==> src/rtl/alu_acc_bank_if.sv <==
// Sequencer-facing bus of the accumulator bank: op request, operand sources,
// observed accumulator/flags and the busy/done handshake.
interface alu_acc_bank_if #(
  parameter int WIDTH   = 8,
  parameter int NUM_ACC = 4
);
  localparam int SEL_W = $clog2(NUM_ACC);

  // bit 0 low selects memory, 01 immediate, 11 register file
  typedef logic [1:0] data_src_t;

  logic             start;
  logic [2:0]       op;
  logic [SEL_W-1:0] acc_sel;
  data_src_t        data_src;
  logic [WIDTH-1:0] immediate;
  logic [WIDTH-1:0] reg_out;
  logic [WIDTH-1:0] mem_out;
  logic [WIDTH-1:0] alu_in;
  logic [WIDTH-1:0] acc_v;
  logic             flag_cy;
  logic             flag_o;
  logic             flag_z;
  logic             flag_s;
  logic             busy;
  logic             done;

  modport master (
    output start, op, acc_sel, data_src, immediate, reg_out, mem_out,
    input  alu_in, acc_v, flag_cy, flag_o, flag_z, flag_s, busy, done
  );

  modport slave (
    input  start, op, acc_sel, data_src, immediate, reg_out, mem_out,
    output alu_in, acc_v, flag_cy, flag_o, flag_z, flag_s, busy, done
  );
endinterface

==> src/rtl/alu_acc_bank.sv <==
// Bank of NUM_ACC accumulators with per-accumulator carry/overflow flags,
// single-cycle ALU ops and a WIDTH-cycle LSB-first shift-add multiply.
module alu_acc_bank #(
  parameter int WIDTH   = 8,
  parameter int NUM_ACC = 4
) (
  input logic           clk,
  input logic           rst,
  alu_acc_bank_if.slave bus
);
  // state  | meaning
  // S_IDLE | start accepted; ALU ops complete on the accepting edge
  // S_MUL  | shift-add multiply running; start and bus inputs ignored
  localparam int SEL_W = $clog2(NUM_ACC);
  localparam int CNT_W = $clog2(WIDTH + 1);
  localparam int MSB   = WIDTH - 1;

  typedef enum logic [2:0] {
    OP_ADD  = 3'b000,
    OP_ADC  = 3'b001,
    OP_SUB  = 3'b010,
    OP_AND  = 3'b011,
    OP_OR   = 3'b100,
    OP_XOR  = 3'b101,
    OP_LOAD = 3'b110,
    OP_MUL  = 3'b111
  } op_t;

  typedef enum logic {S_IDLE = 1'b0, S_MUL = 1'b1} state_t;

  state_t             state_q, state_d;
  logic [WIDTH-1:0]   acc_q [NUM_ACC];
  logic [NUM_ACC-1:0] cy_q, ov_q;
  logic [2*WIDTH-1:0] prod_q, prod_d, mcand_q;
  logic [WIDTH-1:0]   mplr_q;
  logic [SEL_W-1:0]   tgt_q;
  logic [CNT_W-1:0]   cnt_q;
  logic               done_q;
  logic               issue_alu, issue_mul, mul_last;
  logic [WIDTH-1:0]   op_a, op_b, alu_res;
  logic               alu_cy, alu_ov;
  logic [WIDTH:0]     ext;

  always_comb begin
    op_b = bus.mem_out;
    if (bus.data_src[0]) op_b = bus.data_src[1] ? bus.reg_out : bus.immediate;
  end

  assign op_a        = acc_q[bus.acc_sel];
  assign bus.alu_in  = op_b;
  assign bus.acc_v   = op_a;
  assign bus.flag_cy = cy_q[bus.acc_sel];
  assign bus.flag_o  = ov_q[bus.acc_sel];
  assign bus.flag_z  = (op_a == '0);
  assign bus.flag_s  = op_a[MSB];
  assign bus.busy    = (state_q == S_MUL);
  assign bus.done    = done_q;

  always_comb begin
    ext     = '0;
    alu_res = op_a;
    alu_cy  = cy_q[bus.acc_sel];
    alu_ov  = ov_q[bus.acc_sel];
    case (op_t'(bus.op))
      OP_ADD, OP_ADC: begin
        ext     = {1'b0, op_a} + {1'b0, op_b} +
                  {{WIDTH{1'b0}}, (op_t'(bus.op) == OP_ADC) & cy_q[bus.acc_sel]};
        alu_res = ext[WIDTH-1:0];
        alu_cy  = ext[WIDTH];
        alu_ov  = (op_a[MSB] == op_b[MSB]) && (alu_res[MSB] != op_a[MSB]);
      end
      OP_SUB: begin
        ext     = {1'b0, op_a} - {1'b0, op_b};
        alu_res = ext[WIDTH-1:0];
        alu_cy  = ext[WIDTH];
        alu_ov  = (op_a[MSB] != op_b[MSB]) && (alu_res[MSB] != op_a[MSB]);
      end
      OP_AND: begin alu_res = op_a & op_b; alu_ov = 1'b0; end
      OP_OR:  begin alu_res = op_a | op_b; alu_ov = 1'b0; end
      OP_XOR: begin alu_res = op_a ^ op_b; alu_ov = 1'b0; end
      OP_LOAD: alu_res = op_b;
      OP_MUL: ;
    endcase
  end

  assign prod_d = prod_q + (mplr_q[0] ? mcand_q : '0);

  always_comb begin
    state_d   = state_q;
    issue_alu = 1'b0;
    issue_mul = 1'b0;
    mul_last  = 1'b0;
    case (state_q)
      S_IDLE: begin
        if (bus.start) begin
          if (op_t'(bus.op) == OP_MUL) begin
            issue_mul = 1'b1;
            state_d   = S_MUL;
          end else begin
            issue_alu = 1'b1;
          end
        end
      end
      S_MUL: begin
        if (cnt_q == CNT_W'(1)) begin
          mul_last = 1'b1;
          state_d  = S_IDLE;
        end
      end
    endcase
  end

  always_ff @(posedge clk or posedge rst) begin
    if (rst) state_q <= S_IDLE;
    else     state_q <= state_d;
  end

  always_ff @(posedge clk or posedge rst) begin
    if (rst) begin
      for (int i = 0; i < NUM_ACC; i++) acc_q[i] <= '0;
      cy_q    <= '0;
      ov_q    <= '0;
      prod_q  <= '0;
      mcand_q <= '0;
      mplr_q  <= '0;
      tgt_q   <= '0;
      cnt_q   <= '0;
      done_q  <= 1'b0;
    end else begin
      done_q <= issue_alu | mul_last;
      if (issue_alu) begin
        acc_q[bus.acc_sel] <= alu_res;
        cy_q[bus.acc_sel]  <= alu_cy;
        ov_q[bus.acc_sel]  <= alu_ov;
      end
      if (issue_mul) begin
        mcand_q <= {{WIDTH{1'b0}}, op_a};
        mplr_q  <= op_b;
        tgt_q   <= bus.acc_sel;
        prod_q  <= '0;
        cnt_q   <= CNT_W'(WIDTH);
      end else if (state_q == S_MUL) begin
        // multiplicand moves left as multiplier bits are consumed LSB first
        prod_q  <= prod_d;
        mcand_q <= mcand_q << 1;
        mplr_q  <= mplr_q >> 1;
        cnt_q   <= cnt_q - CNT_W'(1);
        if (mul_last) begin
          acc_q[tgt_q] <= prod_d[WIDTH-1:0];
          cy_q[tgt_q]  <= 1'b0;
          ov_q[tgt_q]  <= |prod_d[2*WIDTH-1:WIDTH];
        end
      end
    end
  end
endmodule

==> src/flat_wrapper.sv <==
// flat-port wrapper written by rule: the top's interface ports become plain ports
module alu_acc_bank_flat 
#(
  parameter int WIDTH   = 8,
  parameter int NUM_ACC = 4
)
  (clk, rst, bus_start, bus_op, bus_acc_sel, bus_data_src, bus_immediate, bus_reg_out, bus_mem_out, bus_alu_in, bus_acc_v, bus_flag_cy, bus_flag_o, bus_flag_z, bus_flag_s, bus_busy, bus_done);
  alu_acc_bank_if #(.WIDTH(WIDTH), .NUM_ACC(NUM_ACC)) bus_i ();
  input logic clk;
  input logic rst;
  input wire logic [$bits(bus_i.start)-1:0] bus_start;
  input wire logic [$bits(bus_i.op)-1:0] bus_op;
  input wire logic [$bits(bus_i.acc_sel)-1:0] bus_acc_sel;
  input wire logic [$bits(bus_i.data_src)-1:0] bus_data_src;
  input wire logic [$bits(bus_i.immediate)-1:0] bus_immediate;
  input wire logic [$bits(bus_i.reg_out)-1:0] bus_reg_out;
  input wire logic [$bits(bus_i.mem_out)-1:0] bus_mem_out;
  output wire logic [$bits(bus_i.alu_in)-1:0] bus_alu_in;
  output wire logic [$bits(bus_i.acc_v)-1:0] bus_acc_v;
  output wire logic [$bits(bus_i.flag_cy)-1:0] bus_flag_cy;
  output wire logic [$bits(bus_i.flag_o)-1:0] bus_flag_o;
  output wire logic [$bits(bus_i.flag_z)-1:0] bus_flag_z;
  output wire logic [$bits(bus_i.flag_s)-1:0] bus_flag_s;
  output wire logic [$bits(bus_i.busy)-1:0] bus_busy;
  output wire logic [$bits(bus_i.done)-1:0] bus_done;
  assign bus_i.start = bus_start;
  assign bus_i.op = bus_op;
  assign bus_i.acc_sel = bus_acc_sel;
  assign bus_i.data_src = bus_data_src;
  assign bus_i.immediate = bus_immediate;
  assign bus_i.reg_out = bus_reg_out;
  assign bus_i.mem_out = bus_mem_out;
  assign bus_alu_in = bus_i.alu_in;
  assign bus_acc_v = bus_i.acc_v;
  assign bus_flag_cy = bus_i.flag_cy;
  assign bus_flag_o = bus_i.flag_o;
  assign bus_flag_z = bus_i.flag_z;
  assign bus_flag_s = bus_i.flag_s;
  assign bus_busy = bus_i.busy;
  assign bus_done = bus_i.done;
  alu_acc_bank #(.WIDTH(WIDTH), .NUM_ACC(NUM_ACC)) u_core (.clk(clk), .rst(rst), .bus(bus_i));
endmodule
==> config.mk <==
export PLATFORM = sky130hd
export DESIGN_NAME = alu_acc_bank_flat
export DESIGN_NICKNAME = d
export VERILOG_FILES = /design/src/rtl/alu_acc_bank_if.sv /design/src/rtl/alu_acc_bank.sv /design/src/flat_wrapper.sv
export SDC_FILE = /design/constraint.sdc
export NUM_CORES = 1
export LEC_CHECK = 0
export BUFFER_PORTS_ARGS = -buffer_cell sky130_fd_sc_hd__buf_2
export CAP_MARGIN = 20
export CORE_ASPECT_RATIO = 1.2
export CORE_MARGIN = 1.5
export CORE_UTILIZATION = 55
export CTS_CLUSTER_DIAMETER = 80
export CTS_CLUSTER_SIZE = 8
export DETAILED_ROUTE_END_ITERATION = 6
export HOLD_SLACK_MARGIN = 0.05
export PLACE_DENSITY = 0.76
export SLEW_MARGIN = 20
export SYNTH_ARGS = -nofsm -noshare
export SYNTH_HDL_FRONTEND = slang
export SYNTH_SLANG_ARGS = --single-unit
==> constraint.sdc <==
create_clock -name clk -period 7.3 [get_ports clk]
set_input_delay 0.365 -clock clk [delete_from_list [all_inputs] [get_ports clk]]
set_output_delay 0.365 -clock clk [all_outputs]
set_load 0.02 [all_outputs]
# [Word level (Yosys, flattened, before mapping)]
# Cells that the tools add are included.
[totals] inputBits=34 register_bits=88 n_memories=0 ram_bits=0 latch_bits=0 romBits=0 output_inout_bits=22
[op_classes] shifts=0 eq_ne=12 div=0 n_reduce_logical=12 n_mux=56 n_bitwise=10 addsub=5 mul=0 n_lt_le_gt_ge=8
[ops] operator="two-way mux 32 bit" n=4
[ops] operator="two-way mux 16 bit" n=5
[ops] operator="bitwise mux 32 bit" n=2
[ops] operator="two-way mux 8 bit" n=8
[ops] operator="one-hot mux 8 bit (6 select lines)" n=1
[ops] operator="two-way mux 4 bit" n=10
[ops] operator="demux 8 bit (select 2 bit)" n=2
[ops] operator="adder 16 bit" n=1
[ops] operator="binary-select mux 8 bit (select 2 bit)" n=1
[ops] operator="two-way mux 1 bit" n=13
[ops] operator="bitwise mux 4 bit" n=3
[ops] operator="equality test 3 bit, second input constant" n=4
[ops] operator="adder 8 x 8 -> 9 bit" n=1
[ops] operator="adder 9 x 1 -> 9 bit" n=1
[ops] operator="subtractor 8 x 8 -> 9 bit" n=1
[ops] operator="AND 8 bit" n=1
[ops] operator="zero test 8 bit" n=1
[ops] operator="OR 8 bit" n=1
[ops] operator="OR reduction 8 bit" n=1
[ops] operator="bitwise XOR 8 bit" n=1
[ops] operator="equality test 3 x 2 -> 1 bit, second input constant" n=2
[ops] operator=">= comparator 3 bit, second input constant" n=2
[ops] operator="logical AND 1 bit" n=6
[ops] operator="< comparator 2 x 3 -> 1 bit, second input constant" n=2
[ops] operator="other kinds (21)" n=29

# [Logic depth before layout (Yosys ltp)]
[logic_depth] depth_word=15 depth_mapped=14

# [Worst setup path before layout]
# OpenSTA, ideal clock, no wires.
[synth_timing] path_type="input port to flip-flop" startpoint="input bus_acc_sel[0]" endpoint="register u_core.acc_q[13] in the netlist's numbering" setup_slack_ps=3644 setup_ps=123 path_stages=13 path_buffers=3 required_time_ps=7177 t_arrival_ps=3533 cell_sequence="buf_2 clkbuf_1 mux4_2 inv_1 ha_1 buf_2 or3b_2 o211ai_1 nor2_1 a221o_1 a221o_1 nand2_1 a21oi_1"
[synth_via] elab_chain_cells=13 word_cells_on_any_way=25 cone_classes="3 x add/sub; 2 x order compare; 14 x mux; 5 x bitwise; 1 x reduce/logical"
[synth_lines] item="start: declaration" line_no="flat_wrapper.sv:13" rtl="input wire logic [$bits(bus_i.acc_sel)-1:0] bus_acc_sel;"
[synth_lines] item="inverter 2 -> 3 bit (not written as such) (*)" line_no="alu_acc_bank.sv:49" rtl="assign op_a = acc_q[bus.acc_sel];"
[synth_lines] item="binary-select mux 8 bit (select 2 bit) (*)" line_no="alu_acc_bank.sv:49"
[synth_lines] item="two-way mux 8 bit (not written as such) (*) (2 in a row)" line_no="alu_acc_bank.sv:49"
[synth_lines] item="net bus_acc_v[3]" line_no="flat_wrapper.sv:19" rtl="output wire logic [$bits(bus_i.acc_v)-1:0] bus_acc_v;"
[synth_lines] item="adder 8 x 8 -> 9 bit" line_no="alu_acc_bank.sv:66" rtl="ext = {1'b0, op_a} + {1'b0, op_b} +"
[synth_lines] item="adder 9 x 1 -> 9 bit" line_no="alu_acc_bank.sv:66"
[synth_lines] item="one-hot mux 8 bit (6 select lines) (*)" line_no="alu_acc_bank.sv:64" rtl="case (op_t'(bus.op))"
[synth_lines] item="bitwise mux 32 bit (*)" line_no="alu_acc_bank.sv:132" rtl="acc_q[bus.acc_sel] <= alu_res;"
[synth_lines] item="two-way mux 32 bit (*)" line_no="alu_acc_bank.sv:131" rtl="if (issue_alu) begin"
[synth_lines] item="bitwise mux 32 bit" line_no="alu_acc_bank.sv:149" rtl="acc_q[tgt_q] <= prod_d[WIDTH-1:0];"
[synth_lines] item="two-way mux 32 bit" line_no="alu_acc_bank.sv:148" rtl="if (mul_last) begin"
[synth_lines] item="two-way mux 32 bit" line_no="alu_acc_bank.sv:142" rtl="end else if (state_q == S_MUL) begin"
[synth_lines] item="two-way mux 32 bit (*)" line_no="alu_acc_bank.sv:136" rtl="if (issue_mul) begin"
[synth_lines] item="end signal: indexed assignment" line_no="alu_acc_bank.sv:132"
[synth_lines] item="end signal: indexed assignment" line_no="alu_acc_bank.sv:149"
[synth_lines] item="end: declaration" line_no="alu_acc_bank.sv:32" rtl="logic [WIDTH-1:0] acc_q [NUM_ACC];"
# Mark *: on every way through the listed nets, which the timed path passes. The rest lies on a longest branch. The select of a mux whose other input is x is not followed.
# A chain may end at the register's enable or synchronous reset.

# [Final worst setup path]
[layout_timing] startpoint="input bus_acc_sel[0]" endpoint="register u_core.acc_q[22] in the netlist's numbering"
[layout_via] elab_chain_cells=13 word_cells_on_any_way=25 cone_classes="3 x add/sub; 2 x order compare; 14 x mux; 5 x bitwise; 1 x reduce/logical"
[layout_lines] item="inverter 2 -> 3 bit (not written as such)" line_no="alu_acc_bank.sv:49, alu_acc_bank.sv:132"
[layout_lines] item="binary-select mux 8 bit (select 2 bit)" line_no="alu_acc_bank.sv:49"
[layout_lines] item="two-way mux 8 bit (not written as such) (2 in a row)" line_no="alu_acc_bank.sv:49"
[layout_lines] item="adder 8 x 8 -> 9 bit" line_no="alu_acc_bank.sv:66"
[layout_lines] item="adder 9 x 1 -> 9 bit" line_no="alu_acc_bank.sv:66"
[layout_lines] item="one-hot mux 8 bit (6 select lines)" line_no="alu_acc_bank.sv:64"
[layout_lines] item="bitwise mux 32 bit (*)" line_no="alu_acc_bank.sv:132"
[layout_lines] item="two-way mux 32 bit (*)" line_no="alu_acc_bank.sv:131"
[layout_lines] item="bitwise mux 32 bit" line_no="alu_acc_bank.sv:149"
[layout_lines] item="two-way mux 32 bit" line_no="alu_acc_bank.sv:148"
[layout_lines] item="two-way mux 32 bit" line_no="alu_acc_bank.sv:142"
[layout_lines] item="two-way mux 32 bit (*)" line_no="alu_acc_bank.sv:136"
# Mark *: on every way between the ends. The rest lies on a longest branch, timed or not. The select of a mux whose other input is x is not followed.

==> metrics.yaml <==
place:
  place_hpwl_um: 13900
  port_buffers: 55
  post-place-ws_ns: 3.37
  place_congestion: 0.988
min_path:
  min_from: "u_core.mplr_q[7]$_DFFE_PP0P_"
  hold_depth: 2
  hold_class: "reg2reg"
  min_to: "u_core.mplr_q[6]$_DFFE_PP0P_"
setup_path:
  reg2reg_slack_ns: 3.78
  critPathBufInv: 3
  crit_required_ns: 7.57
  crit_cells: 13
  reg2reg_to: "u_core.ov_q[0]$_DFF_PP0_"
  cp_top_family: "compound AO/OA/AOI/OAI gates"
  endpoint_kind: "flop"
  cpPeakStageDelay_ns: 0.63
  arrival_ns: 3.90
  cp_cell_sequence: "buf_2, mux4_2, inv_1, fa_1, inv_1, fa_1, a21o_1, a21oi_1, o21ai_0, and3_1, o31ai_1, o21ai_0, a21oi_1"
  worstSetupPathType: "in2reg"
  worstRegToRegCells: 10
  regToRegStartpoint: "u_core.mplr_q[0]$_DFFE_PP0P_"
  critPathMaxFanout: 19
  crit_slowest_cell: "mux4_2"
  crit_path_start_kind: "primary input"
synth:
  mappedNetlistArea_mm2: 0.00671
  synth_xor_area_frac: 0.0196
  ys_types: 73
  synth.top_cell.area_share: 0.328
  synth_top_cells_by_count: "111 x nand2_1, 88 x dfrtp_1, 78 x o21ai_0"
  syn_nets: 878
  synth_ff_type: "dfrtp_1"
  synthMuxAreaShare: 0.0862
  synth_top_family_by_area: "compound AO/OA/AOI/OAI gates"
  synth_warnings: 0
  syn_avg_cell_area_um2: 8.43
  synth_edf_count: 0
  async_flop_share: 1.00
  yosysTopAreaCell: "dfrtp_1"
  yosys.area_share.simple: 0.202
  synth.most_common_cell: "nand2_1"
  synthTopCellsByArea: "dfrtp_1 33%, ha_1 8.2%, nand2_1 6.2%"
  syn_inst: 796
  synth_compound_area_frac: 0.222
  ys_seq_area_frac: 0.328
  synthAdderAreaFrac: 0.0940
  ys_seq_elements: 88
die:
  num_rows: 44
  io_pins: 56
  die_area_mm2: 0.0129
  dieHeight_um: 124
  initial_core_util: 0.559
  core_mm2: 0.0120
  die_w_um: 104
grt:
  grt_pass1_vias: 5944
  grt_start_max_net_pins: 68
  grt_antenna_before_repair: 0
  use_met2: 0.535
  grt_overflow_total: 0
  grt_pass1_wl_um: 30800
  use_met1: 0.373
  grt_use_total: 0.306
  grt-busiest-layer: "met2"
  met3_usage: 0.0523
route:
  vias: 6264
  wirelength_um: 19500
  route.detailed.drc: 0
  viasPerCell: 6.33
  postRouteAntennaNets: 0
  drt_iter0_drc: 708
  wl_per_cell_um: 19.8
  first_pass_iters: 7
power:
  leakagePower_uw: 0.00333
  ir_worst_vdd_mv: 0.336
  powerDensity_mw_per_mm2: 356
  power.total_uw: 2630
cts:
  cts_buffer_depth: 2
  cts_setup_buffers: 0
  cts_buffers: 9
  cts_tree: "built"
  clk_pin_slew_worst_paths_ns: 0.06
  cts_sinks: 88
  clockRootBuffer: "clkbuf_16"
  cts_max_level: 3
  clk_latency_ns: 0.34
sta:
  hold_viol: 0
  timing.final.ws_setup_ns: 3.66
  rsz0062_at_grt: "false"
  max_freq_ghz: 0.275
  fin_tns_setup_ns: 0
  setup_violations: 0
  relSlewSlack: 0.333
  min_period_over_period: 0.498
  maxSlewViolCount: 0
  fin_worst_skew_ns: 0.0112
  worst_slew_pin_slew_ns: 1.00
  post-route-min-period_ns: 3.64
layout:
  layout-drive-gt1-share: 0.139
  area_delta_synth_final_pct: 10.0
  fin_nets: 904
outcome:
  status: "finished, final reports clean"
run:
  drv_cap: 0
==> cells by family (layout without fill, tap and decap cells) <==
| group | Yosys count | count (layout) |
|---|---|---|
| compound gates | 233 | 233 |
| other cells | 0 | 1 |
| flops | 88 | 88 |
| mux | 45 | 45 |
| fa+ha+maj | 48 | 48 |
| buf+inv | 81 | 112 |
| xor+xnor | 15 | 15 |
| simple gates | 286 | 286 |
==> per-layer routing <==
layer / vias to the layer above / part of all wire
met5: - / 0
met4: 0 / 0.037
met3: 64 / 0.066
met2: 315 / 0.50
met1: 2984 / 0.40
li1: 2901 / -
==> timing repair <==
action / CTS / global route
resized for setup: 0 / 0
hold buffers: 1 / 0
endpoints found under the hold margin: 23 / 0
==> registers in the layout (all words and copies together) (netlist names) <==
signal           count
u_core.tgt_q         2
u_core.mplr_q        8
u_core.bus.busy      1
u_core.mcand_q      16
u_core.ov_q          4
u_core.cnt_q         4
u_core.cy_q          4
u_core.prod_q       16
u_core.bus.done      1
u_core.acc_q        32
==> through the flow <==
stage,instances,area [um^2],utilization,hold WS [ns]
5_1_grt,988,7380,0.615,0.506
3_3_place_gp,971,7040,0.586,0.360
2_1_floorplan,796,6710,-,0.449
3_5_place_dp,971,7040,0.586,0.368
6_report,989,7380,0.615,0.484
4_1_cts,988,7380,0.615,0.487
==> power by group <==
group	switching (uW)	internal (uW)
Sequential	134	686
Combinational	806	487
Clock	193	319
==> placed cells by master, fill, tap and decap left out, drive strengths merged, types with 5 or more instances in the layout <==
cell type  synthesis  layout
o2111ai            5       5
a21o              10      10
xor2               7       7
or2                6       6
a211oi             7       7
nor4               6       6
and2              23      23
mux2i             33      33
a21oi             59      59
nor2              69      69
clkbuf            30      12
inv               35      34
and3               7       7
nand2b            10      10
o22ai             11      11
nand4              7       7
nand3             17      17
o31ai              5       5
a22oi             10      10
mux4              10      10
buf               15      59
a31oi             10      10
nor3               9       9
dfrtp             88      88
or3                5       5
o21ai             78      78
ha                44      44
nand2            111     111
xnor2              8       8
==> worst max-delay path by stage <==
stage | from | endpoint | slack (ns)
after global routing | bus_acc_sel[0] | u_core.acc_q[30]$_DFF_PP0_ | 3.41
after detailed placement | bus_acc_sel[0] | u_core.acc_q[22]$_DFF_PP0_ | 3.37
final | bus_acc_sel[0] | u_core.acc_q[22]$_DFF_PP0_ | 3.66
after floorplan | bus_acc_sel[0] | u_core.acc_q[13]$_DFF_PP0_ | 3.64
after CTS | bus_acc_sel[0] | u_core.acc_q[30]$_DFF_PP0_ | 3.70
after global placement | bus_acc_sel[0] | u_core.acc_q[30]$_DFF_PP0_ | 3.53
==> worst register-to-register path, stage by stage (launching register included) <==
cell and delay (ns):
dfrtp_1 0.57, and2_1 0.24, ha_1 0.24, fa_1 0.46, a211o_1 0.32, a21oi_1 0.31, o31ai_1 0.16, xnor2_1 0.22
nand4_1 0.21, nor4_4 0.47, a22oi_1 0.16
==> cell type report <==
type	instances	area, um^2
diodes	1	2.50
flip-flops and latches	88	2200
well taps	161	201
multi-input cells	627	4190
clock buffers	12	256
fillers	1095	4620
inverters	36	136
repair buffers	60	315
clock inverters	4	76.3
Note: power is estimated with default switching activity, not from simulation.
